### src/rtl/instruction_fetch_stage_if.sv
// Fetch-stage bus: redirect/hazard controls in, ROM address/data, IF/ID register outputs.
// The slave side is the fetch stage; the master side is the surrounding core or a bench.
interface instruction_fetch_stage_if;
  logic        stall;
  logic        branch_taken;
  logic [31:0] branch_target;
  logic        jump;
  logic [25:0] jump_target;
  logic        jr;
  logic [31:0] jr_target;
  logic        irq;
  logic        exception;
  logic [30:0] imem_addr;
  logic [31:0] imem_instr;
  logic [31:0] pc;
  logic [31:0] ifid_instr;
  logic [31:0] ifid_pc_plus4;
  logic        ifid_valid;
  logic        irq_taken;
  logic [31:0] epc;

  modport slave (
    input  stall, branch_taken, branch_target, jump, jump_target,
           jr, jr_target, irq, exception, imem_instr,
    output imem_addr, pc, ifid_instr, ifid_pc_plus4, ifid_valid, irq_taken, epc
  );

  modport master (
    output stall, branch_taken, branch_target, jump, jump_target,
           jr, jr_target, irq, exception, imem_instr,
    input  imem_addr, pc, ifid_instr, ifid_pc_plus4, ifid_valid, irq_taken, epc
  );
endinterface

### src/rtl/instruction_fetch_stage.sv
// MIPS fetch stage: PC register, prioritised next-PC selection and the IF/ID register.
// pc[31] is the kernel flag; only pc[30:0] addresses the instruction ROM.
module instruction_fetch_stage #(
  parameter logic [31:0] RESET_PC  = 32'h8000_0000,
  parameter logic [31:0] IRQ_VEC   = 32'h8000_0004,
  parameter logic [31:0] EXC_VEC   = 32'h8000_0008,
  parameter logic [31:0] NOP_INSTR = 32'h0000_0000
) (
  input  logic                          clk,
  input  logic                          reset,
  instruction_fetch_stage_if.slave      bus
);

  typedef enum logic [2:0] {
    SRC_EXC,
    SRC_BRANCH,
    SRC_JR,
    SRC_JUMP,
    SRC_HOLD,
    SRC_IRQ,
    SRC_SEQ
  } pc_src_e;

  logic [31:0] pc_q,            pc_d;
  logic [31:0] ifid_instr_q,    ifid_instr_d;
  logic [31:0] ifid_pc_plus4_q, ifid_pc_plus4_d;
  logic        ifid_valid_q,    ifid_valid_d;
  logic        irq_taken_q,     irq_taken_d;
  logic [31:0] epc_q,           epc_d;

  logic [31:0] pc_plus4;
  pc_src_e     pc_src;

  always_comb begin
    // Low 31 bits wrap on their own so the kernel flag never toggles.
    pc_plus4 = {pc_q[31], pc_q[30:0] + 31'd4};

    if (bus.exception)                  pc_src = SRC_EXC;
    else if (bus.branch_taken)          pc_src = SRC_BRANCH;
    else if (bus.jr)                    pc_src = SRC_JR;
    else if (bus.jump)                  pc_src = SRC_JUMP;
    else if (bus.stall)                 pc_src = SRC_HOLD;
    else if (bus.irq && !pc_q[31])      pc_src = SRC_IRQ;
    else                                pc_src = SRC_SEQ;
  end

  always_comb begin
    pc_d            = pc_q;
    ifid_instr_d    = NOP_INSTR;
    ifid_pc_plus4_d = ifid_pc_plus4_q;
    ifid_valid_d    = 1'b0;
    irq_taken_d     = 1'b0;
    epc_d           = epc_q;

    unique case (pc_src)
      SRC_EXC: begin
        pc_d  = EXC_VEC;
        epc_d = ifid_pc_plus4_q - 32'd4;
      end
      SRC_BRANCH: pc_d = bus.branch_target;
      SRC_JR:     pc_d = bus.jr_target;
      SRC_JUMP:   pc_d = {ifid_pc_plus4_q[31:28], bus.jump_target, 2'b00};
      SRC_HOLD: begin
        ifid_instr_d = ifid_instr_q;
        ifid_valid_d = ifid_valid_q;
      end
      SRC_IRQ: begin
        pc_d        = IRQ_VEC;
        epc_d       = pc_q;
        irq_taken_d = 1'b1;
      end
      SRC_SEQ: begin
        pc_d            = pc_plus4;
        ifid_instr_d    = bus.imem_instr;
        ifid_pc_plus4_d = pc_plus4;
        ifid_valid_d    = 1'b1;
      end
      default: ;
    endcase
  end

  always_ff @(posedge clk) begin
    if (reset) begin
      pc_q            <= RESET_PC;
      ifid_instr_q    <= NOP_INSTR;
      ifid_pc_plus4_q <= '0;
      ifid_valid_q    <= 1'b0;
      irq_taken_q     <= 1'b0;
      epc_q           <= '0;
    end else begin
      pc_q            <= pc_d;
      ifid_instr_q    <= ifid_instr_d;
      ifid_pc_plus4_q <= ifid_pc_plus4_d;
      ifid_valid_q    <= ifid_valid_d;
      irq_taken_q     <= irq_taken_d;
      epc_q           <= epc_d;
    end
  end

  assign bus.imem_addr     = pc_q[30:0];
  assign bus.pc            = pc_q;
  assign bus.ifid_instr    = ifid_instr_q;
  assign bus.ifid_pc_plus4 = ifid_pc_plus4_q;
  assign bus.ifid_valid    = ifid_valid_q;
  assign bus.irq_taken     = irq_taken_q;
  assign bus.epc           = epc_q;

endmodule

### src/flat_wrapper.sv
// flat-port wrapper written by rule: the top's interface ports become plain ports
module instruction_fetch_stage_flat 
#(
  parameter logic [31:0] RESET_PC  = 32'h8000_0000,
  parameter logic [31:0] IRQ_VEC   = 32'h8000_0004,
  parameter logic [31:0] EXC_VEC   = 32'h8000_0008,
  parameter logic [31:0] NOP_INSTR = 32'h0000_0000
)
  (clk, reset, bus_stall, bus_branch_taken, bus_branch_target, bus_jump, bus_jump_target, bus_jr, bus_jr_target, bus_irq, bus_exception, bus_imem_instr, bus_imem_addr, bus_pc, bus_ifid_instr, bus_ifid_pc_plus4, bus_ifid_valid, bus_irq_taken, bus_epc);
  instruction_fetch_stage_if bus_i ();
  input  logic clk;
  input  logic reset;
  input wire logic [$bits(bus_i.stall)-1:0] bus_stall;
  input wire logic [$bits(bus_i.branch_taken)-1:0] bus_branch_taken;
  input wire logic [$bits(bus_i.branch_target)-1:0] bus_branch_target;
  input wire logic [$bits(bus_i.jump)-1:0] bus_jump;
  input wire logic [$bits(bus_i.jump_target)-1:0] bus_jump_target;
  input wire logic [$bits(bus_i.jr)-1:0] bus_jr;
  input wire logic [$bits(bus_i.jr_target)-1:0] bus_jr_target;
  input wire logic [$bits(bus_i.irq)-1:0] bus_irq;
  input wire logic [$bits(bus_i.exception)-1:0] bus_exception;
  input wire logic [$bits(bus_i.imem_instr)-1:0] bus_imem_instr;
  output wire logic [$bits(bus_i.imem_addr)-1:0] bus_imem_addr;
  output wire logic [$bits(bus_i.pc)-1:0] bus_pc;
  output wire logic [$bits(bus_i.ifid_instr)-1:0] bus_ifid_instr;
  output wire logic [$bits(bus_i.ifid_pc_plus4)-1:0] bus_ifid_pc_plus4;
  output wire logic [$bits(bus_i.ifid_valid)-1:0] bus_ifid_valid;
  output wire logic [$bits(bus_i.irq_taken)-1:0] bus_irq_taken;
  output wire logic [$bits(bus_i.epc)-1:0] bus_epc;
  assign bus_i.stall = bus_stall;
  assign bus_i.branch_taken = bus_branch_taken;
  assign bus_i.branch_target = bus_branch_target;
  assign bus_i.jump = bus_jump;
  assign bus_i.jump_target = bus_jump_target;
  assign bus_i.jr = bus_jr;
  assign bus_i.jr_target = bus_jr_target;
  assign bus_i.irq = bus_irq;
  assign bus_i.exception = bus_exception;
  assign bus_i.imem_instr = bus_imem_instr;
  assign bus_imem_addr = bus_i.imem_addr;
  assign bus_pc = bus_i.pc;
  assign bus_ifid_instr = bus_i.ifid_instr;
  assign bus_ifid_pc_plus4 = bus_i.ifid_pc_plus4;
  assign bus_ifid_valid = bus_i.ifid_valid;
  assign bus_irq_taken = bus_i.irq_taken;
  assign bus_epc = bus_i.epc;
  instruction_fetch_stage #(.RESET_PC(RESET_PC), .IRQ_VEC(IRQ_VEC), .EXC_VEC(EXC_VEC), .NOP_INSTR(NOP_INSTR)) u_core (.clk(clk), .reset(reset), .bus(bus_i));
endmodule
### config.mk
export PLATFORM = sky130hd
export DESIGN_NAME = instruction_fetch_stage_flat
export DESIGN_NICKNAME = d
export VERILOG_FILES = /design/src/rtl/instruction_fetch_stage_if.sv /design/src/rtl/instruction_fetch_stage.sv /design/src/flat_wrapper.sv
export SDC_FILE = /design/constraint.sdc
export NUM_CORES = 1
export LEC_CHECK = 0
export ABC_AREA = 1
export CAP_MARGIN = 10
export CORE_ASPECT_RATIO = 1.2
export CORE_MARGIN = 2
export CORE_UTILIZATION = 41
export CTS_CLUSTER_SIZE = 12
export DETAILED_ROUTE_END_ITERATION = 16
export PLACE_DENSITY = 0.75
export REMOVE_ABC_BUFFERS = 1
export SLEW_MARGIN = 20
export SYNTH_ARGS = -nofsm -noshare
export SYNTH_HDL_FRONTEND = slang
export SYNTH_SLANG_ARGS = --single-unit
### constraint.sdc
create_clock -name clk -period 2 [get_ports clk]
set_clock_uncertainty 0.05 [all_clocks]
set_input_delay 0.3 -clock clk [delete_from_list [all_inputs] [get_ports clk]]
set_output_delay 0.3 -clock clk [all_outputs]
set_load 0.01 [all_outputs]
; Word level (Yosys, flattened, before mapping)
; Index checks and enable logic that the tools add are counted.
[totals]
regBits = 130
latch_bits = 0
ramBits = 0
romBits = 0
inputBits = 130
output_inout_bits = 161
word_cells = 34
n_memories = 0
[classes]
addsub = 2
mul = 0
n_div = 0
order_cmp = 0
eq_ne = 6
shifts = 0
muxes = 11
n_bitwise = 1
n_reduce_logical = 7
[op_table]
columns = op, n
row1 = 32-bit one-hot mux with 6 select lines, 1
row2 = 32-bit one-hot mux with 2 select lines, 2
row3 = "32-bit by 3-bit subtractor with 32-bit output, second input constant", 1
row4 = "31-bit by 3-bit adder with 31-bit output, second input constant", 1
row5 = 3-bit 2-to-1 mux, 5
row6 = "3-bit == test, second input constant", 3
row7 = "3-bit by 2-bit == test with 1-bit output, second input constant", 2
row8 = 6-bit nonzero test, 1
row9 = 5-bit nonzero test, 1
row10 = "3-bit by 1-bit == test with 1-bit output, second input constant", 1
row11 = 3-bit logical NOT, 1
row12 = 2-bit 2-to-1 mux, 1
row13 = 1-bit one-hot mux with 2 select lines, 1
row14 = 2-bit AND reduction, 1
row15 = 2-bit nonzero test, 1
row16 = 1-bit logical AND, 1
row17 = 1-bit logical NOT, 1
row18 = 1-bit 2-to-1 mux, 1
row19 = 1-bit NOT, 1

; Longest topological paths before layout
[depth]
word_depth = 11
ltp_mapped = 12
depth_no_buf = 11

; Least setup slack after synthesis
; OpenSTA, ideal clock, no wires.
[synth_path]
path_type = register to register
startpoint = register u_core.pc_q[3] (netlist: u_core.bus.pc[3])
endpoint = register u_core.pc_q[20] (netlist: u_core.bus.pc[20])
setup_time_ps = 109
arrival_ps = 1553
required_time_ps = 1841
setup_slack_ps = 288
stages_incl_launch_ff = 11
path_buffers = 0
synth_period_minus_slack_ps = 1712
path_cell_list = dfxtp_1 ha_1 nand2_1 nor2_1 nand3_1 nor2_1 nand3_1 nand3_1 nand3_1 nand2_1 inv_1
[synth_between]
elab_chain_len = 2
[synth_lines]
columns = item, line
row1 = start: declaration, instruction_fetch_stage.sv:24  ; logic [31:0] pc_q, pc_d;
row2 = start signal: assignment, instruction_fetch_stage.sv:91  ; pc_q <= pc_d;
row3 = 31-bit by 3-bit adder with 31-bit output, instruction_fetch_stage.sv:36  ; pc_plus4 = {pc_q[31], pc_q[30:0] + 31'd4};
row4 = 32-bit one-hot mux with 6 select lines, instruction_fetch_stage.sv:55  ; unique case (pc_src)
; No other way between the ends.
; A chain may end at the register's enable or synchronous reset.

; Worst setup path in the final report
[layout_path]
startpoint = register u_core.ifid_pc_plus4_q[22] (netlist: u_core.bus.ifid_pc_plus4[22])
endpoint = output port bus_ifid_pc_plus4[22]
[layout_lines]
columns = item, line
row1 = start: declaration, instruction_fetch_stage.sv:26  ; logic [31:0] ifid_pc_plus4_q, ifid_pc_plus4_d;
row2 = start signal: assignment, instruction_fetch_stage.sv:93  ; ifid_pc_plus4_q <= ifid_pc_plus4_d;
row3 = end: declaration, flat_wrapper.sv:26  ; output wire logic [$bits(bus_i.ifid_pc_plus4)-1:0] bus_ifid_pc_plus4;
; No word-level cell between the ends.

==> results.tsv <==
metric	value	unit
rsz0062_at_grt	false	
cts_setup_buffers	0	
ff_latch_area	2606	µm²
grt_pass1_vias	8716	
worst-path-buf-inv	1	
die_x	128.5	µm
vdd_drop_max	554.2	µV
synth_top_cell_area_share	0.3412	
die-height	153.4	µm
nFillCells	1768	
synth_top_area_cell	dfxtp_1	
setup_slack	0.01620	ns
dp_hpwl	22.89	mm
syn_inst	1236	
syn-cell-area	7629	µm²
max_cap_violations	0	
startpoint_type	flip-flop	
finalSetupViolations	0	
pin_count	291	
antenna_found_initial	0	
p_switching	1.832	mW
start_util	0.4182	
cts_made_buffers	17	
grt_use_met2	0.5172	
num_rows	54	
diodes	0	
clk_latency	0.43	ns
h-tree-depth	4	
final_cell_area	11540	µm²
syn2layout_area_growth	51.30	%
fmaxAchievable	504.1	MHz
finalMaxSlewViolations	0	
layout-drive-gt1-share	0.08701	
port_buffers	290	
slowest_stage	clkdlybuf4s50_1	
via_per_inst	5.167	
post_synth.cell_area_avg	6.172	µm²
reg2reg_depth	11	
final_util	0.6327	
critPathArrivalTime	1.63	ns
ctsRootBufferMaster	clkbuf_16	
cts_buffer_depth	2	
outcome	finished clean	
fin_total_pwr	6.989	mW
max_stage_delay	0.63	ns
post-place-ws	-0.1744	ns
hp-start	reset	
fin_crit_sh	0.9919	
clk_pin_slew	0.06	ns
hold_buffers	0	
worstPathCellList	clkdlybuf4s50_1	
synth_edf_count	0	
post_dp_cell_area	10950	µm²
grt_overflow	0	
slew_headroom	0.6969	
comb_power_share	0.164	
netlist_top_cells_area	dfxtp_1 34%, nand2_1 19%, nand3_1 10%	
synthFlopType	dfxtp_1	
use_met1	0.3690	
drtPass1Iterations	5	
worstSetupEndpointType	primary output	
wl_per_cell	16.77	µm
drc	0	
grt_most_used_layer	met2	
nNetsFinal	1659	
min_path_type	in2reg	
min_to	u_core.bus.epc[19]	
yosys_warnings	0	
coreArea	18240	µm²
grt_max_degree	94	
swShare	0.2622	
yosysUniqueCellTypes	30	
cp_max_fo	6	
ant_nets	0	
crit_family	buffers and inverters	
crit_required	1.65	ns
post-route-min-period	1.984	ns
rr_startpoint	u_core.bus.pc[3]	
drt-total-wl	29.59	mm
cts_tree	yes	
async_flop_share	0	
p_clk_frac	0.442	
num_vias	9115	
synth-seq-cells	130	
worst_slew_pin_slew	0.4530	ns
min_path_cells	4	
clock_sinks	130	
multi_input_area	4014	µm²
finalHoldViolCount	0	
gr-usage-all-layers	0.3004	
grt_pass1_wl	46.33	mm
p_int	5.156	mW
gp_congestion	0.9256	
die-area	19720	µm²
p_leak	5.024	nW
grt.met3_usage	0.06090	
crit_type	reg2out	
reg2reg_to	u_core.bus.pc[16]	
p_seq_frac	0.394	
drt_iter0_drc	794	
ys_seq_area_frac	0.3412	
p_per_area	605.5	nW/µm²
rrSetupSlack	0.17	ns
==> synthesized netlist by cell type, types with 3 or more instances <==
master	instances
buf_2	14
nand2_2	3
dfxtp_1	130
nor2_1	149
nand3_1	153
xor2_1	8
buf_4	40
o21bai_1	6
nand3b_1	5
a21oi_1	97
clkbuf_1	24
inv_2	8
nand4_1	37
or2_2	5
nand2_1	390
buf_6	8
xnor2_1	9
o21ai_1	4
o21ai_0	13
buf_1	3
inv_1	115
==> worst max-delay path by stage <==
stage / endpoint / from / slack [ns] / cells after the start
2_1_floorplan: u_core.bus.pc[15] / u_core.bus.pc[31] / -0.63 / 10
3_3_place_gp: u_core.bus.pc[31] / bus_jump / -0.14 / 10
3_5_place_dp: u_core.bus.pc[27] / bus_jump / -0.17 / 12
4_1_cts: bus_pc[28] / u_core.bus.pc[28] / 0.001 / 1
5_1_grt: bus_ifid_pc_plus4[22] / u_core.bus.ifid_pc_plus4[22] / 0.006 / 1
6_report: bus_ifid_pc_plus4[22] / u_core.bus.ifid_pc_plus4[22] / 0.02 / 1
==> per-stage QoR <==
| stage | TNS [ns] | hold WS [ns] | cells |
|---|---|---|---|
| floorplan | -48.75 | 0.3191 | 1147 |
| global placement | -8.811 | 0.3985 | 1732 |
| detailed placement | -12.94 | 0.4054 | 1732 |
| CTS | 0 | 0.2737 | 1764 |
| global route | 0 | 0.3050 | 1764 |
| finish | 0 | 0.2842 | 1764 |
==> worst register-to-register path, stage by stage, from the launching register on <==
cell and delay [ns]:
dfxtp_1 0.37, ha_2 0.22, nand2_1 0.09, nor2_2 0.17, nand3_1 0.13, nor2_1 0.11
buf_4 0.14, nor2_1 0.04, nand3b_1 0.22, nand3_1 0.12, nand2_1 0.05, inv_1 0.05
==> layout make-up <==
cell class / count / area share
clock buffers: 19 / 0.03837
clock inverters: 13 / 0.01171
inverters: 124 / 0.04054
multi-input cells: 893 / 0.3478
flip-flops and latches: 130 / 0.2258
well taps: 224 / 0.02428
repair buffers: 361 / 0.3115
==> state kept, by name (all words and copies together), names as in the netlist <==
name,cells
u_core.bus.epc,32
u_core.bus.pc,32
u_core.bus.ifid_instr,32
u_core.bus.ifid_valid,1
u_core.bus.irq_taken,1
u_core.bus.ifid_pc_plus4,32
==> power groups by stage <==
| stage | sequential, mW | clock (mW) | combinational (mW) |
|---|---|---|---|
| 2_1_floorplan | 2.86 | 0 | 0.321 |
| 3_3_place_gp | 2.81 | 0 | 1.13 |
| 3_5_place_dp | 2.81 | 0 | 1.14 |
| 4_1_cts | 2.75 | 3.12 | 1.15 |
| 5_1_grt | 2.76 | 3.23 | 1.24 |
| 6_report | 2.76 | 3.09 | 1.15 |
==> cells in the final DEF (no fill, tap or decap), types with 17 or more instances in the layout <==
cell type        Yosys  final
nand4_1             37     37
clkdlybuf4s50_1      0    289
nor2_1             149    146
buf_4               40     59
dfxtp_1            130    127
nand3_1            153    153
clkbuf_16            0     17
inv_1              115    115
a21oi_1             97     97
nand2_1            390    389
==> logic make-up after synthesis <==
kind of cell | share of synthesized area
buffers and inverters | 0.1350
AND/OR/NAND/NOR | 0.4168
XOR/XNOR | 0.01952
flip-flops | 0.3412
AO/OA/AOI/OAI | 0.08430
adder cells (fa/ha/maj) | 0.003280
==> repair_timing <==
item	in CTS	in global routing
endpoints found under the setup margin	0	14
endpoints found under the hold margin	0	0
resized for setup	0	7
==> routing by layer <==
metal	part of all wire	vias to the layer above
met1	0.41	4198
met4	0.029	0
met2	0.49	375
met3	0.072	58
met5	0	-
li1	-	4484
Power figures use the tool's default switching activity.
